File: src/rtl/instruction_fetch_if.sv
// Fetch-stage bus: instruction memory port, IF/ID pipeline register and
// decode-side control (stall / redirect) grouped in one bundle.
interface instruction_fetch_if #(
   parameter int COUNT_WIDTH = 16
);
   logic                   stall;
   logic                   branch_taken;
   logic [31:0]            branch_target;
   logic [31:0]            mem_address;
   logic [31:0]            instruction;
   logic [31:0]            if_id_pc;
   logic [31:0]            if_id_instruction;
   logic                   if_id_valid;
   logic                   done;
   logic                   misaligned;
   logic [COUNT_WIDTH-1:0] fetch_count;

   modport master (
      input  stall, branch_taken, branch_target, instruction,
      output mem_address, if_id_pc, if_id_instruction, if_id_valid,
             done, misaligned, fetch_count
   );

   modport slave (
      output stall, branch_taken, branch_target, instruction,
      input  mem_address, if_id_pc, if_id_instruction, if_id_valid,
             done, misaligned, fetch_count
   );
endinterface

File: src/rtl/instruction_fetch.sv
// Fetch stage: owns the PC, addresses the combinational instruction memory and
// fills the IF/ID register, with stall, redirect and end-of-program halt.
module instruction_fetch #(
   parameter int          NUM_INSTRUCTIONS = 13,
   parameter logic [31:0] RESET_PC         = 32'h0000_0000,
   parameter logic [31:0] NOP_WORD         = 32'h0000_0013,
   parameter int          COUNT_WIDTH      = 16
) (
   input logic                 clock,
   input logic                 reset_n,
   instruction_fetch_if.master fetchBus
);

   localparam logic [31:0] END_ADDR = 32'(NUM_INSTRUCTIONS * 4);

   typedef enum logic {FETCH, DONE} fetchState_t;

   fetchState_t            state, stateNext;
   logic [31:0]            pc, pcNext;
   logic [31:0]            ifIdPc, ifIdPcNext;
   logic [31:0]            ifIdInstruction, ifIdInstructionNext;
   logic                   ifIdValid, ifIdValidNext;
   logic                   misalignedReg, misalignedNext;
   logic [COUNT_WIDTH-1:0] fetchCount, fetchCountNext;

   // State and pipeline register; everything returns to reset values at once.
   always_ff @(posedge clock or negedge reset_n) begin
      if (!reset_n) begin
         state           <= FETCH;
         pc              <= RESET_PC;
         ifIdPc          <= 32'h0;
         ifIdInstruction <= NOP_WORD;
         ifIdValid       <= 1'b0;
         misalignedReg   <= 1'b0;
         fetchCount      <= '0;
      end else begin
         state           <= stateNext;
         pc              <= pcNext;
         ifIdPc          <= ifIdPcNext;
         ifIdInstruction <= ifIdInstructionNext;
         ifIdValid       <= ifIdValidNext;
         misalignedReg   <= misalignedNext;
         fetchCount      <= fetchCountNext;
      end
   end

   // Redirect beats stall beats normal fetch; misaligned is a one-cycle pulse.
   always_comb begin
      stateNext           = state;
      pcNext              = pc;
      ifIdPcNext          = ifIdPc;
      ifIdInstructionNext = ifIdInstruction;
      ifIdValidNext       = ifIdValid;
      misalignedNext      = 1'b0;
      fetchCountNext      = fetchCount;

      if (fetchBus.branch_taken) begin
         pcNext              = {fetchBus.branch_target[31:2], 2'b00};
         ifIdPcNext          = pc;
         ifIdInstructionNext = NOP_WORD;
         ifIdValidNext       = 1'b0;
         misalignedNext      = |fetchBus.branch_target[1:0];
         stateNext           = FETCH;
      end else if (!fetchBus.stall) begin
         case (state)
            FETCH: begin
               if (pc < END_ADDR) begin
                  ifIdPcNext          = pc;
                  ifIdInstructionNext = fetchBus.instruction;
                  ifIdValidNext       = 1'b1;
                  pcNext              = pc + 32'd4;
                  if (fetchCount != {COUNT_WIDTH{1'b1}})
                     fetchCountNext = fetchCount + COUNT_WIDTH'(1);
               end else begin
                  ifIdInstructionNext = NOP_WORD;
                  ifIdValidNext       = 1'b0;
                  stateNext           = DONE;
               end
            end
            DONE: begin
               ifIdInstructionNext = NOP_WORD;
               ifIdValidNext       = 1'b0;
            end
            default: stateNext = FETCH;
         endcase
      end
   end

   assign fetchBus.mem_address       = pc;
   assign fetchBus.if_id_pc          = ifIdPc;
   assign fetchBus.if_id_instruction = ifIdInstruction;
   assign fetchBus.if_id_valid       = ifIdValid;
   assign fetchBus.done              = (state == DONE);
   assign fetchBus.misaligned        = misalignedReg;
   assign fetchBus.fetch_count       = fetchCount;

endmodule

File: src/flat_wrapper.sv
// flat-port wrapper written by rule: the top's interface ports become plain ports
module instruction_fetch_flat 
#(
   parameter int          NUM_INSTRUCTIONS = 13,
   parameter logic [31:0] RESET_PC         = 32'h0000_0000,
   parameter logic [31:0] NOP_WORD         = 32'h0000_0013,
   parameter int          COUNT_WIDTH      = 16
)
  (clock, reset_n, fetchBus_stall, fetchBus_branch_taken, fetchBus_branch_target, fetchBus_instruction, fetchBus_mem_address, fetchBus_if_id_pc, fetchBus_if_id_instruction, fetchBus_if_id_valid, fetchBus_done, fetchBus_misaligned, fetchBus_fetch_count);
  instruction_fetch_if #(.COUNT_WIDTH(COUNT_WIDTH)) fetchBus_i ();
  input logic clock;
  input logic reset_n;
  input wire logic [$bits(fetchBus_i.stall)-1:0] fetchBus_stall;
  input wire logic [$bits(fetchBus_i.branch_taken)-1:0] fetchBus_branch_taken;
  input wire logic [$bits(fetchBus_i.branch_target)-1:0] fetchBus_branch_target;
  input wire logic [$bits(fetchBus_i.instruction)-1:0] fetchBus_instruction;
  output wire logic [$bits(fetchBus_i.mem_address)-1:0] fetchBus_mem_address;
  output wire logic [$bits(fetchBus_i.if_id_pc)-1:0] fetchBus_if_id_pc;
  output wire logic [$bits(fetchBus_i.if_id_instruction)-1:0] fetchBus_if_id_instruction;
  output wire logic [$bits(fetchBus_i.if_id_valid)-1:0] fetchBus_if_id_valid;
  output wire logic [$bits(fetchBus_i.done)-1:0] fetchBus_done;
  output wire logic [$bits(fetchBus_i.misaligned)-1:0] fetchBus_misaligned;
  output wire logic [$bits(fetchBus_i.fetch_count)-1:0] fetchBus_fetch_count;
  assign fetchBus_i.stall = fetchBus_stall;
  assign fetchBus_i.branch_taken = fetchBus_branch_taken;
  assign fetchBus_i.branch_target = fetchBus_branch_target;
  assign fetchBus_i.instruction = fetchBus_instruction;
  assign fetchBus_mem_address = fetchBus_i.mem_address;
  assign fetchBus_if_id_pc = fetchBus_i.if_id_pc;
  assign fetchBus_if_id_instruction = fetchBus_i.if_id_instruction;
  assign fetchBus_if_id_valid = fetchBus_i.if_id_valid;
  assign fetchBus_done = fetchBus_i.done;
  assign fetchBus_misaligned = fetchBus_i.misaligned;
  assign fetchBus_fetch_count = fetchBus_i.fetch_count;
  instruction_fetch #(.NUM_INSTRUCTIONS(NUM_INSTRUCTIONS), .RESET_PC(RESET_PC), .NOP_WORD(NOP_WORD), .COUNT_WIDTH(COUNT_WIDTH)) u_core (.clock(clock), .reset_n(reset_n), .fetchBus(fetchBus_i));
endmodule
File: config.mk
export PLATFORM = sky130hd
export DESIGN_NAME = instruction_fetch_flat
export DESIGN_NICKNAME = d
export VERILOG_FILES = /design/src/rtl/instruction_fetch_if.sv /design/src/rtl/instruction_fetch.sv /design/src/flat_wrapper.sv
export SDC_FILE = /design/constraint.sdc
export NUM_CORES = 1
export LEC_CHECK = 0
export BUFFER_PORTS_ARGS = -buffer_cell sky130_fd_sc_hd__buf_4
export CAP_MARGIN = 15
export CORE_MARGIN = 2
export CORE_UTILIZATION = 45
export DETAILED_ROUTE_END_ITERATION = 10
export PLACE_DENSITY_LB_ADDON = 0.25
export SYNTH_ARGS = -nofsm -noshare
export SYNTH_HDL_FRONTEND = slang
export SYNTH_SLANG_ARGS = --single-unit
export TNS_END_PERCENT = 100
File: constraint.sdc
create_clock -name clock -period 4.3 [get_ports clock]
set_input_delay 0.645 -clock clock [delete_from_list [all_inputs] [get_ports clock]]
set_output_delay 0.645 -clock clock [all_outputs]
set_load 0.1 [all_outputs]
==> impl_metrics.env <==
export IMPL_run_status="finished, final reports clean"
export IMPL_setup_slack_ns=1.56
export IMPL_synth_warnings=0
export IMPL_crit_path_max_fanout=31
export IMPL_die_h_um=103
export IMPL_syn_to_final_growth_pct=37.3
export IMPL_numCtsBuffers=9
export IMPL_dr_first_iter_drc_count=81
export IMPL_grt_pass1_wl_um=15300
export IMPL_startpoint_type="flop"
export IMPL_start_util_pct=45.8
export IMPL_syn_area_per_cell_um2=14.1
export IMPL_core_region_area_um2=9680
export IMPL_drt_wirelength_per_cell_um=16.4
export IMPL_dp_hpwl_um=7440
export IMPL_nNetsFinal=561
export IMPL_post_dp_cell_area_um2=5880
export IMPL_max_freq_mhz=365
export IMPL_synthCells=314
export IMPL_cts_root_buf="clkbuf_8"
export IMPL_antenna_cells=0
export IMPL_setup_viol=0
export IMPL_core_rowCount=36
export IMPL_cts_setup_buffers=0
export IMPL_tns_ns=0
export IMPL_peakVddDrop_mv=0.281
export IMPL_clk_path_buf_depth=2
export IMPL_regArea_um2=2780
export IMPL_relSlewSlack_pct=21.7
export IMPL_first_pass_iters=4
export IMPL_h_tree_depth=3
export IMPL_cap_violations=0
export IMPL_via_per_inst=5.10
export IMPL_cts_num_sinks=111
export IMPL_skew_ns=0.0128
export IMPL_drive_gt1_share_pct=53.1
export IMPL_stdcell_count=628
export IMPL_cts_tree="built"
export IMPL_pwr_density_cell_nw_per_um2=436
export IMPL_crit_type="reg2reg"
export IMPL_n_fill_cell=760
export IMPL_ios=183
export IMPL_grt_pass1_vias=2987
export IMPL_ctsResizeCount=0
export IMPL_cp_data_required_time_ns=4.56
export IMPL_synth_cell_types=38
export IMPL_cts_hold_fix_buffers=0
export IMPL_numPlacedInstances=612
export IMPL_die_x_um=103
export IMPL_worstSkewPairLatency_ns=0.36
export IMPL_finalCritPeriodShare_pct=63.8
export IMPL_dpl_worst_slack_ns=1.46
export IMPL_wirelength_um=10300
export IMPL_grt_ovfl_total=0
export IMPL_critPathCaptureType="flop"
export IMPL_yosys_register_bits=111
export IMPL_rsz0062_at_grt="no"
export IMPL_antenna_found_initial=0
export IMPL_drc=0
export IMPL_multi_input_area_um2=1550
export IMPL_vias=3205
export IMPL_ff2ff_path_depth=6
export IMPL_track_usage_pct=18.8
export IMPL_worstMarginPinSlew_ns=1.17
export IMPL_hold_path_class="in2async"
export IMPL_die_area_um2=10700
export IMPL_worst_ep_arrival_time_ns=3.00
export IMPL_slew_viol_final=0
export IMPL_ant_nets=0
export IMPL_synth_area_um2=4430
export IMPL_min_period_ns=2.74
export IMPL_portBuffers=178
export IMPL_gp_congestion=0.821
export IMPL_finalPower_mw=2.66
export IMPL_yosysSeqAreaShare_pct=62.7
export IMPL_final_hold_viol_count=0
export IMPL_p_leak_nw=2.94
export IMPL_design_area_um2=6090
export IMPL_grt_max_degree=54
export IMPL_clk_pin_slew_ns=0.10
## logic make-up after synthesis
logic type               Yosys count  share of synthesized area, %
multiplexers                      59                          15.0
flip-flops                       111                          62.7
other                              1                        0.0846
adder cells (fa/ha/maj)            3                         0.847
XOR/XNOR                          17                          3.36
AND/OR/NAND/NOR                   60                          7.93
AO/OA/AOI/OAI                     39                          7.39
buffers and inverters             24                          2.71
## cells in the final DEF, fill, tap and decap left out, types with 5 or more instances in the layout
master    count
nand2_1       7
mux2_2       56
xnor2_1      14
nand4_1       7
dfrtp_1     108
nor4_1        6
clkbuf_8     11
a22o_1       29
nand3_1      12
nor2_1        5
buf_4       182
## final timing paths
check,from,endpoint,slack (ns)
min in group clock,fetchBus_branch_target[4],u_core.fetchBus.mem_address[4],0.49
max reg2reg,u_core.fetchBus.mem_address[18],u_core.fetchBus.if_id_pc[27],1.56
max in group asynchronous,reset_n,u_core.fetchBus.if_id_instruction[4],3.06
min reg2reg,u_core.fetchBus.if_id_pc[16],u_core.fetchBus.if_id_pc[16],0.51
max,u_core.fetchBus.mem_address[18],u_core.fetchBus.if_id_pc[27],1.56
min,reset_n,u_core.fetchBus.fetch_count[2],0.30
## cell type report
cell class | count | area share [%]
clock buffers | 12 | 2.55
well taps | 133 | 2.73
inverters | 4 | 0.247
multi-input cells | 182 | 25.5
clock inverters | 4 | 0.863
flip-flops and latches | 111 | 45.7
repair buffers | 182 | 22.4
## power breakdown
group	switching, mW	internal [mW]
clock network	0.339	0.304
logic	0.648	0.192
registers	0.0582	1.11
total	1.05	1.61
## layer usage
metal	routed length, µm	up-vias	GRT usage [%]
li1	-	1485	-
met1	4450	1578	25.3
met2	4750	130	28.9
met3	992	12	6.05
met4	147	0	6.78
met5	0	-	0
## metrics by stage
step | util (%) | hold WS (ns)
2_1_floorplan | - | 0.349
3_3_place_gp | 60.7 | 0.465
3_5_place_dp | 60.7 | 0.478
4_1_cts | 62.9 | 0.318
5_1_grt | 62.9 | 0.346
6_report | 62.9 | 0.300
## sequential cells by signal, summed over array words and instances (netlist names)
register	cells
u_core.fetchBus.done	1
u_core.fetchBus.fetch_count	16
u_core.fetchBus.if_id_instruction	32
u_core.fetchBus.if_id_pc	30
u_core.fetchBus.if_id_valid	1
u_core.fetchBus.mem_address	30
u_core.fetchBus.misaligned	1
## synth_stat cells, drive strengths merged
| cell | instances | area [µm²] |
|---|---|---|
| o2111ai | 1 | 15.0 |
| buf | 10 | 66.3 |
| and2 | 1 | 6.26 |
| ha | 3 | 37.5 |
| a21oi | 2 | 10.0 |
| o21ai | 3 | 15.0 |
| nand3b | 1 | 7.51 |
| nor3 | 4 | 20.0 |
| clkbuf | 10 | 38.8 |
| o22a | 3 | 26.3 |
| mux2 | 58 | 653 |
| or3 | 2 | 12.5 |
| nor2 | 5 | 18.8 |
| dfstp | 3 | 78.8 |
| nor3b | 1 | 7.51 |
| nand2b | 2 | 12.5 |
| and4 | 1 | 8.76 |
| a22o | 29 | 254 |
| xnor2 | 14 | 123 |
| nand2 | 7 | 26.3 |
| inv | 4 | 15.0 |
| nor4 | 9 | 75.1 |
| conb | 1 | 3.75 |
| nand4b | 1 | 8.76 |
| xor2 | 3 | 26.3 |
| nand4 | 7 | 43.8 |
| or2 | 1 | 6.26 |
| nand3 | 12 | 60.1 |
| dfrtp | 108 | 2700 |
| and3 | 4 | 25.0 |
| o21a | 1 | 7.51 |
| mux2i | 1 | 10.0 |
| nor2b | 2 | 12.5 |
## worst max-delay path: stages, from the launching register on
cell and delay, ns:
dfrtp_1 0.43, nor4_1 0.43, nand4_1 0.35, nor2_1 0.17, buf_4 0.21, or2_2 0.62, mux2_2 0.41
Note: power is estimated with default switching activity, not from simulation.
